**src/rtl/image_out_collector.sv**
```systemverilog
// Output-stream sink: snoops APB for frame side N, counts and checksums pixels,
// tracks row/col, and reports size/overflow/checksum once per Image_Done rising edge.
//
// state     | meaning
// S_IDLE    | between frames, N may be rewritten over APB
// S_COLLECT | frame in progress, N locked
// S_REPORT  | one cycle, frame_done high with report outputs valid
module image_out_collector #(
    parameter int Amba_Addr_Depth = 20,
    parameter int Amba_Word       = 16,
    parameter int Data_Depth      = 8,
    parameter int N_Addr          = 2
) (
    input  logic                       clk,
    input  logic                       rst,
    input  logic [Amba_Addr_Depth-1:0] PADDR,
    input  logic                       PSEL,
    input  logic                       PENABLE,
    input  logic                       PWRITE,
    input  logic [Amba_Word-1:0]       PWDATA,
    input  logic                       new_pixel,
    input  logic [Data_Depth-1:0]      Pixel_Data,
    input  logic                       Image_Done,
    output logic                       busy,
    output logic [Amba_Word-1:0]       cur_row,
    output logic [Amba_Word-1:0]       cur_col,
    output logic                       frame_done,
    output logic                       size_ok,
    output logic                       overflow_err,
    output logic [2*Amba_Word-1:0]     frame_pixels,
    output logic [31:0]                frame_checksum,
    output logic [15:0]                frame_count
);

    typedef enum logic [1:0] {S_IDLE, S_COLLECT, S_REPORT} state_t;

    localparam logic [Amba_Addr_Depth-1:0] LP_N_ADDR = Amba_Addr_Depth'(N_Addr);

    state_t                   r_state;
    state_t                   w_next;
    logic [Amba_Word-1:0]     r_n;
    logic                     r_img_done_q;
    logic                     r_done_evt;
    logic [2*Amba_Word-1:0]   r_cnt;
    logic [31:0]              r_sum;
    logic [Amba_Word-1:0]     r_row;
    logic [Amba_Word-1:0]     r_col;
    logic                     r_ovf;
    logic                     r_size_ok;
    logic                     r_overflow_err;
    logic [2*Amba_Word-1:0]   r_frame_pixels;
    logic [31:0]              r_frame_checksum;
    logic [15:0]              r_frame_count;

    logic                     w_apb_n_wr;
    logic                     w_report;
    logic [2*Amba_Word-1:0]   w_expected;
    logic [2*Amba_Word-1:0]   w_base_cnt;
    logic [31:0]              w_base_sum;
    logic [Amba_Word-1:0]     w_base_row;
    logic [Amba_Word-1:0]     w_base_col;
    logic                     w_base_ovf;
    logic                     w_col_wrap;
    logic [2*Amba_Word-1:0]   w_cnt_nxt;
    logic [31:0]              w_sum_nxt;
    logic [Amba_Word-1:0]     w_row_nxt;
    logic [Amba_Word-1:0]     w_col_nxt;
    logic                     w_ovf_nxt;

    assign w_apb_n_wr = PSEL && PENABLE && PWRITE && (PADDR == LP_N_ADDR);
    assign w_expected = (2*Amba_Word)'(r_n) * (2*Amba_Word)'(r_n);
    assign w_report   = (r_state != S_REPORT) && r_done_evt;

    always_ff @(posedge clk) begin
        if (rst) r_state <= S_IDLE;
        else     r_state <= w_next;
    end

    always_comb begin
        w_next = r_state;
        case (r_state)
            S_IDLE: begin
                if (r_done_evt)     w_next = S_REPORT;
                else if (new_pixel) w_next = S_COLLECT;
            end
            S_COLLECT: begin
                if (r_done_evt) w_next = S_REPORT;
            end
            S_REPORT: begin
                w_next = new_pixel ? S_COLLECT : S_IDLE;
            end
            default: w_next = S_IDLE;
        endcase
    end

    always_comb begin
        busy       = (r_state == S_COLLECT);
        frame_done = (r_state == S_REPORT);
    end

    // REPORT clears the frame accumulators, so a pixel arriving there starts from zero.
    always_comb begin
        if (r_state == S_REPORT) begin
            w_base_cnt = '0;
            w_base_sum = '0;
            w_base_row = '0;
            w_base_col = '0;
            w_base_ovf = 1'b0;
        end else begin
            w_base_cnt = r_cnt;
            w_base_sum = r_sum;
            w_base_row = r_row;
            w_base_col = r_col;
            w_base_ovf = r_ovf;
        end
        w_col_wrap = (r_n != '0) && (w_base_col == r_n - Amba_Word'(1));
        w_cnt_nxt  = w_base_cnt;
        w_sum_nxt  = w_base_sum;
        w_row_nxt  = w_base_row;
        w_col_nxt  = w_base_col;
        w_ovf_nxt  = w_base_ovf;
        if (new_pixel) begin
            w_cnt_nxt = w_base_cnt + 1'b1;
            w_sum_nxt = w_base_sum + 32'(Pixel_Data);
            w_ovf_nxt = w_base_ovf | (w_base_cnt == w_expected);
            if (w_col_wrap) begin
                w_col_nxt = '0;
                w_row_nxt = w_base_row + 1'b1;
            end else begin
                w_col_nxt = w_base_col + 1'b1;
            end
        end
    end

    always_ff @(posedge clk) begin
        if (rst) begin
            r_n              <= '0;
            r_img_done_q     <= 1'b0;
            r_done_evt       <= 1'b0;
            r_cnt            <= '0;
            r_sum            <= '0;
            r_row            <= '0;
            r_col            <= '0;
            r_ovf            <= 1'b0;
            r_size_ok        <= 1'b0;
            r_overflow_err   <= 1'b0;
            r_frame_pixels   <= '0;
            r_frame_checksum <= '0;
            r_frame_count    <= '0;
        end else begin
            r_img_done_q <= Image_Done;
            r_done_evt   <= Image_Done && !r_img_done_q;
            if ((r_state == S_IDLE) && w_apb_n_wr) r_n <= PWDATA;
            r_cnt <= w_cnt_nxt;
            r_sum <= w_sum_nxt;
            r_row <= w_row_nxt;
            r_col <= w_col_nxt;
            r_ovf <= w_ovf_nxt;
            // Latch the report on entry so it is valid for the whole frame_done cycle.
            if (w_report) begin
                r_frame_pixels   <= w_cnt_nxt;
                r_size_ok        <= (w_cnt_nxt == w_expected);
                r_overflow_err   <= w_ovf_nxt;
                r_frame_checksum <= w_sum_nxt;
                r_frame_count    <= r_frame_count + 16'd1;
            end
        end
    end

    assign cur_row        = r_row;
    assign cur_col        = r_col;
    assign size_ok        = r_size_ok;
    assign overflow_err   = r_overflow_err;
    assign frame_pixels   = r_frame_pixels;
    assign frame_checksum = r_frame_checksum;
    assign frame_count    = r_frame_count;

endmodule

```
**config.mk**
```make
export PLATFORM = sky130hd
export DESIGN_NAME = image_out_collector
export DESIGN_NICKNAME = d
export VERILOG_FILES = /design/src/rtl/image_out_collector.sv
export SDC_FILE = /design/constraint.sdc
export NUM_CORES = 1
export LEC_CHECK = 0
export ABC_AREA = 0
export CAP_MARGIN = 10
export CORE_UTILIZATION = 45
export CTS_BUF_LIST = sky130_fd_sc_hd__clkbuf_4 sky130_fd_sc_hd__clkbuf_8
export DETAILED_ROUTE_END_ITERATION = 12
export PLACE_DENSITY_LB_ADDON = 0.25
export SKIP_LAST_GASP = 1
export SYNTH_ARGS = -nofsm -noshare
export SYNTH_HDL_FRONTEND = slang
export SYNTH_SLANG_ARGS = --single-unit
export TNS_END_PERCENT = 20
```
**constraint.sdc**
```tcl
create_clock -name clk -period 6.3 [get_ports clk]
set_input_delay 1.26 -clock clk [delete_from_list [all_inputs] [get_ports clk]]
set_output_delay 1.26 -clock clk [all_outputs]
set_load 0.01 [all_outputs]
```
==> results of run 1 <==
==> cell usage after synthesis, types with 8 or more instances <==
cell	instances	area [um^2]
a211oi_1	53	398
a21o_1	14	105
a21oi_1	68	340
a31oi_1	11	68.8
and2_1	62	388
and3_1	31	194
buf_1	9	33.8
buf_2	13	65.1
clkbuf_1	92	345
dfxtp_1	199	3980
fa_1	166	3320
ha_1	108	1350
inv_1	248	931
mux2i_1	31	310
nand2_1	227	852
nand2b_1	8	50.1
nand3_1	55	275
nand4_1	39	244
nor2_1	277	1040
nor2b_1	12	75.1
nor3_1	36	180
nor4_1	19	119
o2111ai_1	8	70.1
o211ai_1	8	60.1
o21a_1	12	90.1
o21ai_0	39	195
or2_2	10	62.6
or3_1	12	75.1
or4_1	11	82.6
xnor2_1	108	946
xor2_1	75	657
==> metal layers <==
layer,track usage,vias to the layer above,share of wire
li1,-,7775,-
met1,0.352,7801,0.45
met2,0.432,420,0.48
met3,0.0479,63,0.057
met4,0.0647,0,0.019
met5,0,-,0
==> worst max-delay path: cells and delay by family, from the launching register on <==
family                     cells  cell delay (ns)
and+or+nand+nor                4             0.96
buffers and inverters          4             0.38
AOI/OAI and AO/OA              4             0.99
adders and majority gates      7             3.38
DFF                            1             0.39
xor gates and xnor gates       1             0.17
==> sequential cells by signal, indices dropped and copies added (netlist names) <==
register / flops
r_ovf: 1
frame_checksum: 32
frame_pixels: 32
r_cnt: 32
cur_col: 16
r_state: 2
r_sum: 32
r_n: 16
r_done_evt: 1
overflow_err: 1
size_ok: 1
cur_row: 16
frame_count: 16
r_img_done_q: 1
==> final cells by class <==
cell class              count  share of cell area
repair buffers            405               0.155
flip-flops and latches    199               0.176
clock inverters            11             0.00606
multi-input cells        1611               0.581
clock buffers              20              0.0117
well taps                 525              0.0287
inverters                 249              0.0409
==> kinds of logic after synthesis <==
group                      after synthesis  synth area share
AOI/OAI and AO/OA                      272             0.101
buffers and inverters                  368            0.0789
DFF                                    199             0.221
muxes                                   36            0.0203
xor gates and xnor gates               191            0.0990
adders and majority gates              274             0.259
and+or+nand+nor                        838             0.221
==> final timing paths <==
| path | from | endpoint | slack (ns) | depth (start not counted) |
|---|---|---|---|---|
| setup / recovery | r_n[10] | overflow_err | -0.04 | 20 |
| hold / removal | r_img_done_q | r_done_evt | 0.39 | 1 |
| setup reg to reg | r_n[10] | overflow_err | -0.04 | 20 |
| hold reg to reg | r_img_done_q | r_done_evt | 0.39 | 1 |
==> power groups by stage <==
stage / clock network [mW] / registers, mW / logic (mW)
2_1_floorplan: 0 / 1.35 / 0.142
3_3_place_gp: 0 / 1.34 / 0.266
3_5_place_dp: 0 / 1.34 / 0.271
4_1_cts: 0.916 / 1.31 / 0.274
5_1_grt: 0.959 / 1.31 / 0.301
6_report: 0.900 / 1.31 / 0.273
==> through the flow <==
step	setup WS [ns]	util
5_1_grt	-0.274	0.578
3_5_place_dp	-0.704	0.543
4_1_cts	-0.0178	0.573
2_1_floorplan	-0.00597	-
6_report	-0.0445	0.578
3_3_place_gp	-0.627	0.543
==> what timing repair did <==
action / 4_1_cts / 5_1_grt
setup buffers: 34 / 4
pin swaps: 87 / 40
gates resized for setup: 142 / 33
endpoints found under the setup margin: 3 / 3
gates cloned: 0 / 0
==> run metrics, run 1 <==
status complete, but fails checks; failing checks setup timing; share of cells above drive strength 1 0.172; Clock Tree Root clkbuf_8; crit path capture type flip-flop; Arr. time, crit path 6.82 ns; HP Class reg -> reg; first-pass GRT wire length approximately 85000 um; Slowest Stage Delay on Critical Path just under 0.6 ns; Mapped Avg Cell Area 8.29 um^2; Pre-Repair DR Iteration Count 7; max-cap violation count 0; Clk pwr share 0.363; final antenna-violating net count 0; die height 202 um; # placed instances 2951; leading register cell type out of synthesis dfxtp_1; clk_skew 0.0399 ns; CP dominant cell by count fa_1; min cycle time layout 6.34 ns; Unique masters post-synth 80; Synth Register Bits between 150 and 200; Final setup viols 3; vias after detailed routing between 15000 and 20000; CTS Buf Count 17; crit-path max FO 8; leakage 9.43 nW; synth-to-layout area growth 27.0%; most common cell after layout, fill and taps aside nor2_1; Max VDD drop 137 uV; Post-Synthesis Cells 2178; core area 39600 um^2; chip width 202 um; power per cell area between 100 and 150 nW/um^2; number of port buffers 166; vias in the first global route 16400; DRC Markers 0; Placed Instance Area 21500 um^2; Final Hold Viols 0; Max-slew headroom 0.330; Congestion Overflow GR 0; Final WS setup -0.0445 ns; Final Max Slew Viols 0; syn nets around 2500; EDFF count, synth 0; number of diodes 0; Post-Syn Area 18100 um^2; Clk Latency, worst-skew pair 0.54 ns; Final Instance Area 22900 um^2; ratio of final minimum period to clock period 1.01; 1st-iter DRT viols 900; Hold Buf Count CTS 0; Wirelength per Cell around 17 um; CTS H-tree lvls 4; HPWL after detailed placement 40700 um; sequential share of the synthesized area 0.221; startpoint types flip-flop; critical path type reg -> reg; switching share of power 0.275; setup TNS -0.0865 ns; register area 4030 um^2; crit-path cells buf_12 > and2_4 > fa_1 > inv_1 > fa_1 > fa_1 > fa_1 > fa_1 > fa_1 > inv_1 > ha_4 > buf_4 > nand4_1 > o21a_4 > or4b_4 > a31oi_4 > xor2_1 > nand4_1 > a211o_1 > o21ai_1; fillers 3639; most frequent cells in the layout 265 x nor2_1, 242 x inv_1, 222 x buf_4; sequential power share 0.527; Cell Int Power between 1.5 and 2 mW; Combinational Power Share 0.110; CTS Buffer Depth 2; I/O pins 167; RSZ-0062 raised after global routing true; starting density of the core 0.455; Least-Margin Pin Slew ~1 ns; ys async rst share 0; NetSw ~0.7 mW; gr usage total 0.261; final wirelength ~52000 um; slowest CP cell fa_1; initial antenna violation count 1; GP Congestion 0.906; fin nets 2808; PnR Total Power 2.48 mW; largest net degree at the start of global routing 107; Req. time, crit path 6.77 ns; row count between 70 and 80; CTS Sinks 199; Die ar. 40900 um^2; Post-Layout Cell Count 3020; area of the multi-input gates 13300 um^2; clock-pin slew on the worst setup and hold paths about 0.13 ns; DR vias/cell around 5.3; Synth Warn # 0; Fmax about 0.16 GHz; final hold slack just under 0.4 ns; CTS tree yes
Note: power is estimated with default switching activity, not from simulation.
==> run 2: changes to the inputs <==
Settings changed: CTS_BUF_LIST sky130_fd_sc_hd__clkbuf_4 sky130_fd_sc_hd__clkbuf_8 to unset, CTS_CLUSTER_DIAMETER set to 30.
==> run 2 against run 1 <==
  * The run still ends with setup timing left
  * Cell count about the same
  * Combinational power about the same
  * Die area stayed put
  * Setup slack better by 0.017 ns
  * Largest power group unchanged
==> run metrics, run 2 (synthesis results as in run 1) <==
Fmax 0.158 GHz (about the same); Die ar. 40900 um^2 (unchanged); WL met1 23300 um (about the same); clock-pin slew on the worst setup and hold paths 0.09 ns (was 0.13 ns); 1st-iter DRT viols 988 (was 900); HP Class reg -> reg (unchanged); Pre-Repair DR Iteration Count 7 (unchanged); Final Instance Area 23100 um^2 (was 22900 um^2); CTS H-tree lvls 4 (unchanged); Clk Latency, worst-skew pair 0.47 ns (was 0.54 ns); fin util 0.582 (was 0.578); Post-Layout Cell Count 3018 (was 3020); number of port buffers 166 (unchanged); HPWL after detailed placement 40700 um (unchanged); Max-slew headroom 0.317 (was 0.330); final wirelength 52200 um (was 52100 um); starting density of the core 0.455 (unchanged); clk_skew 0.0268 ns (was 0.0399 ns); row count 73 (unchanged); power per cell area 119 nW/um^2 (was 108 nW/um^2); crit path capture type flip-flop (unchanged); Arr. time, crit path 6.74 ns (was 6.82 ns); Wirelength per Cell 17.3 um (was 17.2 um); # placed instances 2951 (unchanged); core area 39600 um^2 (unchanged); Placed Instance Area 21500 um^2 (unchanged); most frequent cells in the layout 264 x nor2_1, 241 x inv_1, 216 x buf_4 (was 265 x nor2_1, 242 x inv_1, 222 x buf_4); Req. time, crit path 6.71 ns (was 6.77 ns); Final WS setup -0.0279 ns (was -0.0445 ns); final antenna-violating net count 0 (unchanged); PnR Total Power 2.74 mW (was 2.48 mW); most common cell after layout, fill and taps aside nor2_1 (unchanged); CTS Sinks 199 (unchanged); CTS Buf Count 17 (unchanged); share of cells above drive strength 1 0.167 (was 0.172); synth-to-layout area growth 27.9% (was 27.0%); pre-CTS setup slack -0.704 ns (unchanged); first-pass GRT wire length 85600 um (was 85500 um); Clock Tree Root clkbuf_16 (was clkbuf_8); Final Hold Viols 0 (unchanged); DRC Markers 0 (unchanged); Final Max Slew Viols 0 (unchanged); ratio of final minimum period to clock period 1.00 (was 1.01); vias after detailed routing 16000 (was 16100); Final setup viols 2 (was 3); Congestion Overflow GR 0 (unchanged); met2 WL post-DR 24800 um (about the same); die height 202 um (unchanged); RSZ-0062 raised after global routing true (unchanged); status complete, but fails checks (unchanged); min cycle time layout 6.33 ns (was 6.34 ns); CTS Buffer Depth 2 (unchanged); I/O pins 167 (unchanged); chip width 202 um (unchanged); startpoint types flip-flop (unchanged); met3 routed WL 3110 um (was 2970 um); fin nets 2805 (was 2808); GP Congestion 0.906 (unchanged); failing checks setup timing (unchanged); max-cap violation count 0 (unchanged); DR top layer met4 (unchanged); Max VDD drop 175 uV (was 137 uV); leakage 9.49 nW (was 9.43 nW); crit-path max FO 8 (unchanged); vias in the first global route 16400 (about the same); initial antenna violation count 1 (unchanged); largest net degree at the start of global routing 107 (unchanged); gr usage total 0.262 (was 0.261); CTS tree yes (unchanged); critical path type reg -> reg (unchanged); Least-Margin Pin Slew 1.02 ns (was 1.01 ns); DR vias/cell 5.31 (was 5.32)
## run 2: layout make-up
| class | instances | area [um^2] |
|---|---|---|
| sequential | 199 | 4030 |
| multi-input combinational | 1611 | 13300 |
| inverter | 249 | 938 |
| timing repair buffer | 402 | 3570 |
| antenna | 1 | 2.50 |
| clock buffer | 20 | 457 |
| clock inverter | 11 | 139 |
| tap | 525 | 657 |
| fill | 3620 | 16600 |
## run 2: critical path, stage by stage, from the launching register on
cell	delay [ns]
dfxtp_4	0.42
buf_4	0.13
buf_4	0.16
nand2_1	0.09
fa_1	0.59
fa_1	0.47
fa_1	0.53
fa_1	0.56
inv_1	0.06
fa_1	0.47
ha_1	0.30
ha_1	0.37
nand4_1	0.19
a21oi_2	0.17
buf_4	0.12
nor2_1	0.05
or4b_4	0.54
a31oi_4	0.28
xor2_1	0.18
nand4_1	0.13
a211o_1	0.35
o21ai_1	0.11
## run 2: timing repair
item / 4_1_cts / 5_1_grt
pin swaps: 82 / 51
cloned: 0 / 1
hold endpoints to repair: 0 / 0
buffers inserted: 28 / 6
setup endpoints to repair: 3 / 3
resized for setup: 137 / 33
hold buffers: 0 / 0
## run 2: power breakdown
group | switching [mW] | internal (mW) | total (mW) | leakage, nW
sequential | 0.0211 | 1.29 | 1.31 | 1.62
combinational | 0.147 | 0.126 | 0.273 | 7.57
clock | 0.543 | 0.616 | 1.16 | 0.292
## run 2: path summary, 6_finish.rpt
path | cells after the start | to | start | slack (ns)
setup / recovery | 21 | overflow_err | r_n[8] | -0.03
hold / removal | 1 | r_done_evt | r_img_done_q | 0.38
setup reg to reg | 21 | overflow_err | r_n[8] | -0.03
hold reg to reg | 1 | r_done_evt | r_img_done_q | 0.38
## run 2: layer usage
layer | track usage | up-vias
met2 | 0.431 | 400
met4 | 0.0623 | 0
met5 | 0 | -
met3 | 0.0510 | 61
li1 | - | 7772
met1 | 0.352 | 7796
## run 2: stage by stage
stage / setup TNS [ns] / hold WS (ns)
after floorplan: -0.00597 / 0.367
after global placement: -1.66 / 0.372
after global routing: -0.802 / 0.401
final: -0.0483 / 0.384
after CTS: -0.0324 / 0.386
after detailed placement: -1.84 / 0.376
==> run 3: changes to the inputs <==
Settings changed: RECOVER_POWER set to 25.
==> run 3 against run 2 <==
  * Via count is essentially flat
  * Highest routed layer unchanged
  * Register-to-register slack about the same
  * Largest power group unchanged
  * Global-route usage unchanged
  * Core utilization about the same
  * Setup slack improved by 0.0030 ns
  * Critical path type unchanged
  * The flow still finishes with violations (setup timing)
  * Sequential share of layout area about the same
==> run metrics, run 3 (synthesis results as in run 1) <==
status complete, but fails checks (unchanged); failing checks setup timing (unchanged); Final Instance Area 23100 um^2 (about the same); critical path's top delay family adder cells (unchanged); Final setup viols 2 (unchanged); Min-Delay Path Depth 1 (unchanged); Reg2Reg Setup Slack -0.02 ns (was -0.03 ns); Combinational Power Share 0.098 (was 0.100); Clk Latency, worst-skew pair 0.47 ns (about the same); pre-CTS setup slack -0.704 ns (unchanged); Final WS setup -0.0249 ns (was -0.0279 ns); leakage 9.72 nW (was 9.49 nW); DRC Markers 0 (unchanged); Post-Layout Cell Count 3017 (was 3018); CTS Buf Count 17 (unchanged); hold path endpoint r_done_evt (unchanged); Wirelength per Cell 17.3 um (about the same); critical path type reg -> reg (unchanged); Least-Margin Pin Slew 1.03 ns (was 1.02 ns); 1st-iter DRT viols 979 (was 988); Fmax 0.158 GHz (about the same); min-delay src r_img_done_q (unchanged); chip width 202 um (unchanged); GP Congestion 0.906 (unchanged); crit path buf inv count 4 (unchanged); most frequent cells in the layout 264 x nor2_1, 241 x inv_1, 215 x buf_4 (was 264 x nor2_1, 241 x inv_1, 216 x buf_4); most common cell after layout, fill and taps aside nor2_1 (unchanged); initial antenna violation count 1 (unchanged); Cell Int Power 2.02 mW (was 2.03 mW); r2r startpoint r_n[8] (unchanged); ratio of final minimum period to clock period 1.00 (about the same); fin nets 2805 (unchanged); # placed instances 2951 (unchanged); startpoint types flip-flop (unchanged); max-cap violation count 0 (unchanged); Max VDD drop 175 uV (about the same); number of diodes 0 (was 1); Slowest Stage Delay on Critical Path 0.59 ns (about the same); CTS tree yes (unchanged); RSZ-0062 raised after global routing true (unchanged); final antenna-violating net count 0 (unchanged); clock-pin slew on the worst setup and hold paths 0.09 ns (about the same); share of cells above drive strength 1 0.167 (about the same); starting density of the core 0.455 (unchanged); NetSw 0.711 mW (was 0.710 mW); final wirelength 52200 um (about the same); CP dominant cell by count fa_1 (unchanged); r2r endpoint overflow_err (unchanged); HP Class reg -> reg (unchanged); DR vias/cell 5.31 (about the same); gr usage total 0.262 (unchanged); row count 73 (unchanged); CTS H-tree lvls 4 (unchanged); first-pass GRT wire length 85600 um (unchanged); Max-slew headroom 0.316 (was 0.317); setup TNS -0.0461 ns (was -0.0483 ns); final hold slack 0.384 ns (about the same); Req. time, crit path 6.71 ns (about the same); Clock Tree Root clkbuf_16 (unchanged); min cycle time layout 6.32 ns (was 6.33 ns); vias in the first global route 16400 (unchanged); number of port buffers 166 (unchanged); clk_skew 0.0323 ns (was 0.0268 ns); worst reg2reg path depth 21 (unchanged); HPWL after detailed placement 40700 um (unchanged); fillers 3623 (was 3620); crit path capture type flip-flop (unchanged); Congestion Overflow GR 0 (unchanged); die height 202 um (unchanged); vias after detailed routing 16000 (about the same); sequential power share 0.478 (was 0.477); I/O pins 167 (unchanged); switching share of power 0.260 (was 0.259); CTS Buffer Depth 2 (unchanged); core area 39600 um^2 (unchanged); synth-to-layout area growth 27.8% (was 27.9%); Clk pwr share 0.424 (was 0.423); Die ar. 40900 um^2 (unchanged); Placed Instance Area 21500 um^2 (unchanged); slowest CP cell fa_1 (unchanged); crit-path max FO 8 (unchanged); crit-path cells buf_4 > buf_4 > nand2_1 > fa_1 > fa_1 > fa_1 > fa_1 > inv_1 > fa_1 > ha_1 > ha_1 > nand4_1 > a21oi_2 > buf_4 > nor2_1 > or4b_4 > a31oi_4 > xor2_1 > nand4_1 > a211o_1 > o21ai_1 (unchanged); Hold Buf Count CTS 0 (unchanged); Arr. time, crit path 6.74 ns (about the same); largest net degree at the start of global routing 107 (unchanged); power per cell area 118 nW/um^2 (was 119 nW/um^2); Final Hold Viols 0 (unchanged); Final Max Slew Viols 0 (unchanged); Pre-Repair DR Iteration Count 5 (was 7); CTS Sinks 199 (unchanged)
run 3: cell count changes in the layout (fill, tap and decap cells not counted), sizes merged:
| cell | before | now |
|---|---|---|
| clkbuf | 21 | 22 |
| diode | 1 | 0 |
| dlygate4sd3 | 0 | 75 |
| clkdlybuf4s50 | 165 | 90 |
| buf | 236 | 235 |
run 3: layer usage:
| layer | wire length, um | track usage | up-vias |
|---|---|---|---|
| met5 | 0 | 0 | - |
| met4 | 1010 | 0.0623 | 0 |
| li1 | - | - | 7779 |
| met1 | 23200 | 0.352 | 7775 |
| met3 | 3200 | 0.0510 | 59 |
| met2 | 24900 | 0.431 | 401 |
run 3: cell type report:
class | instances | area, um^2 | share of cell area
well taps | 525 | 657 | 0.0285
flip-flops and latches | 199 | 4030 | 0.175
repair buffers | 402 | 3570 | 0.155
inverters | 249 | 938 | 0.0407
multi-input cells | 1611 | 13300 | 0.576
clock inverters | 11 | 139 | 0.00602
clock buffers | 20 | 457 | 0.0198
run 3: worst max-delay path by stage:
stage                         endpoint  cells after the start    start
final                     overflow_err                     21   r_n[8]
after global routing      overflow_err                     21  r_n[10]
after CTS                        r_ovf                     21   r_n[4]
after detailed placement       size_ok                     22   r_n[3]
after global placement         size_ok                     20  r_n[12]
after floorplan                size_ok                     22  r_n[12]
run 3: metrics by stage:
stage                     power [mW]   util
after CTS                       2.76  0.577
final                           2.73  0.582
after floorplan                 1.49      -
after global placement          1.60  0.543
after detailed placement        1.61  0.543
after global routing            2.83  0.582
run 3: power by group through the flow:
stage / clock, mW / combinational [mW] / sequential [mW]
2_1_floorplan: 0 / 0.142 / 1.35
3_3_place_gp: 0 / 0.266 / 1.34
3_5_place_dp: 0 / 0.271 / 1.34
4_1_cts: 1.18 / 0.275 / 1.31
5_1_grt: 1.22 / 0.295 / 1.31
6_report: 1.16 / 0.267 / 1.31
run 3: worst reg2reg max path, stage by stage, from the launching register on:
cell     delay, ns
dfxtp_4       0.42
buf_4         0.13
buf_4         0.16
nand2_1       0.09
fa_1          0.59
fa_1          0.47
fa_1          0.53
fa_1          0.56
inv_1         0.06
fa_1          0.47
ha_1          0.30
ha_1          0.37
nand4_1       0.19
a21oi_2       0.17
buf_4         0.12
nor2_1        0.05
or4b_4        0.54
a31oi_4       0.28
xor2_1        0.18
nand4_1       0.14
a211o_1       0.35
o21ai_1       0.11
run 3: what timing repair did:
action                     CTS  global route
setup endpoints to repair    3             3
setup buffers               28             6
cloned                       0             1
pin swaps                   82            51
gates resized for setup    137            33
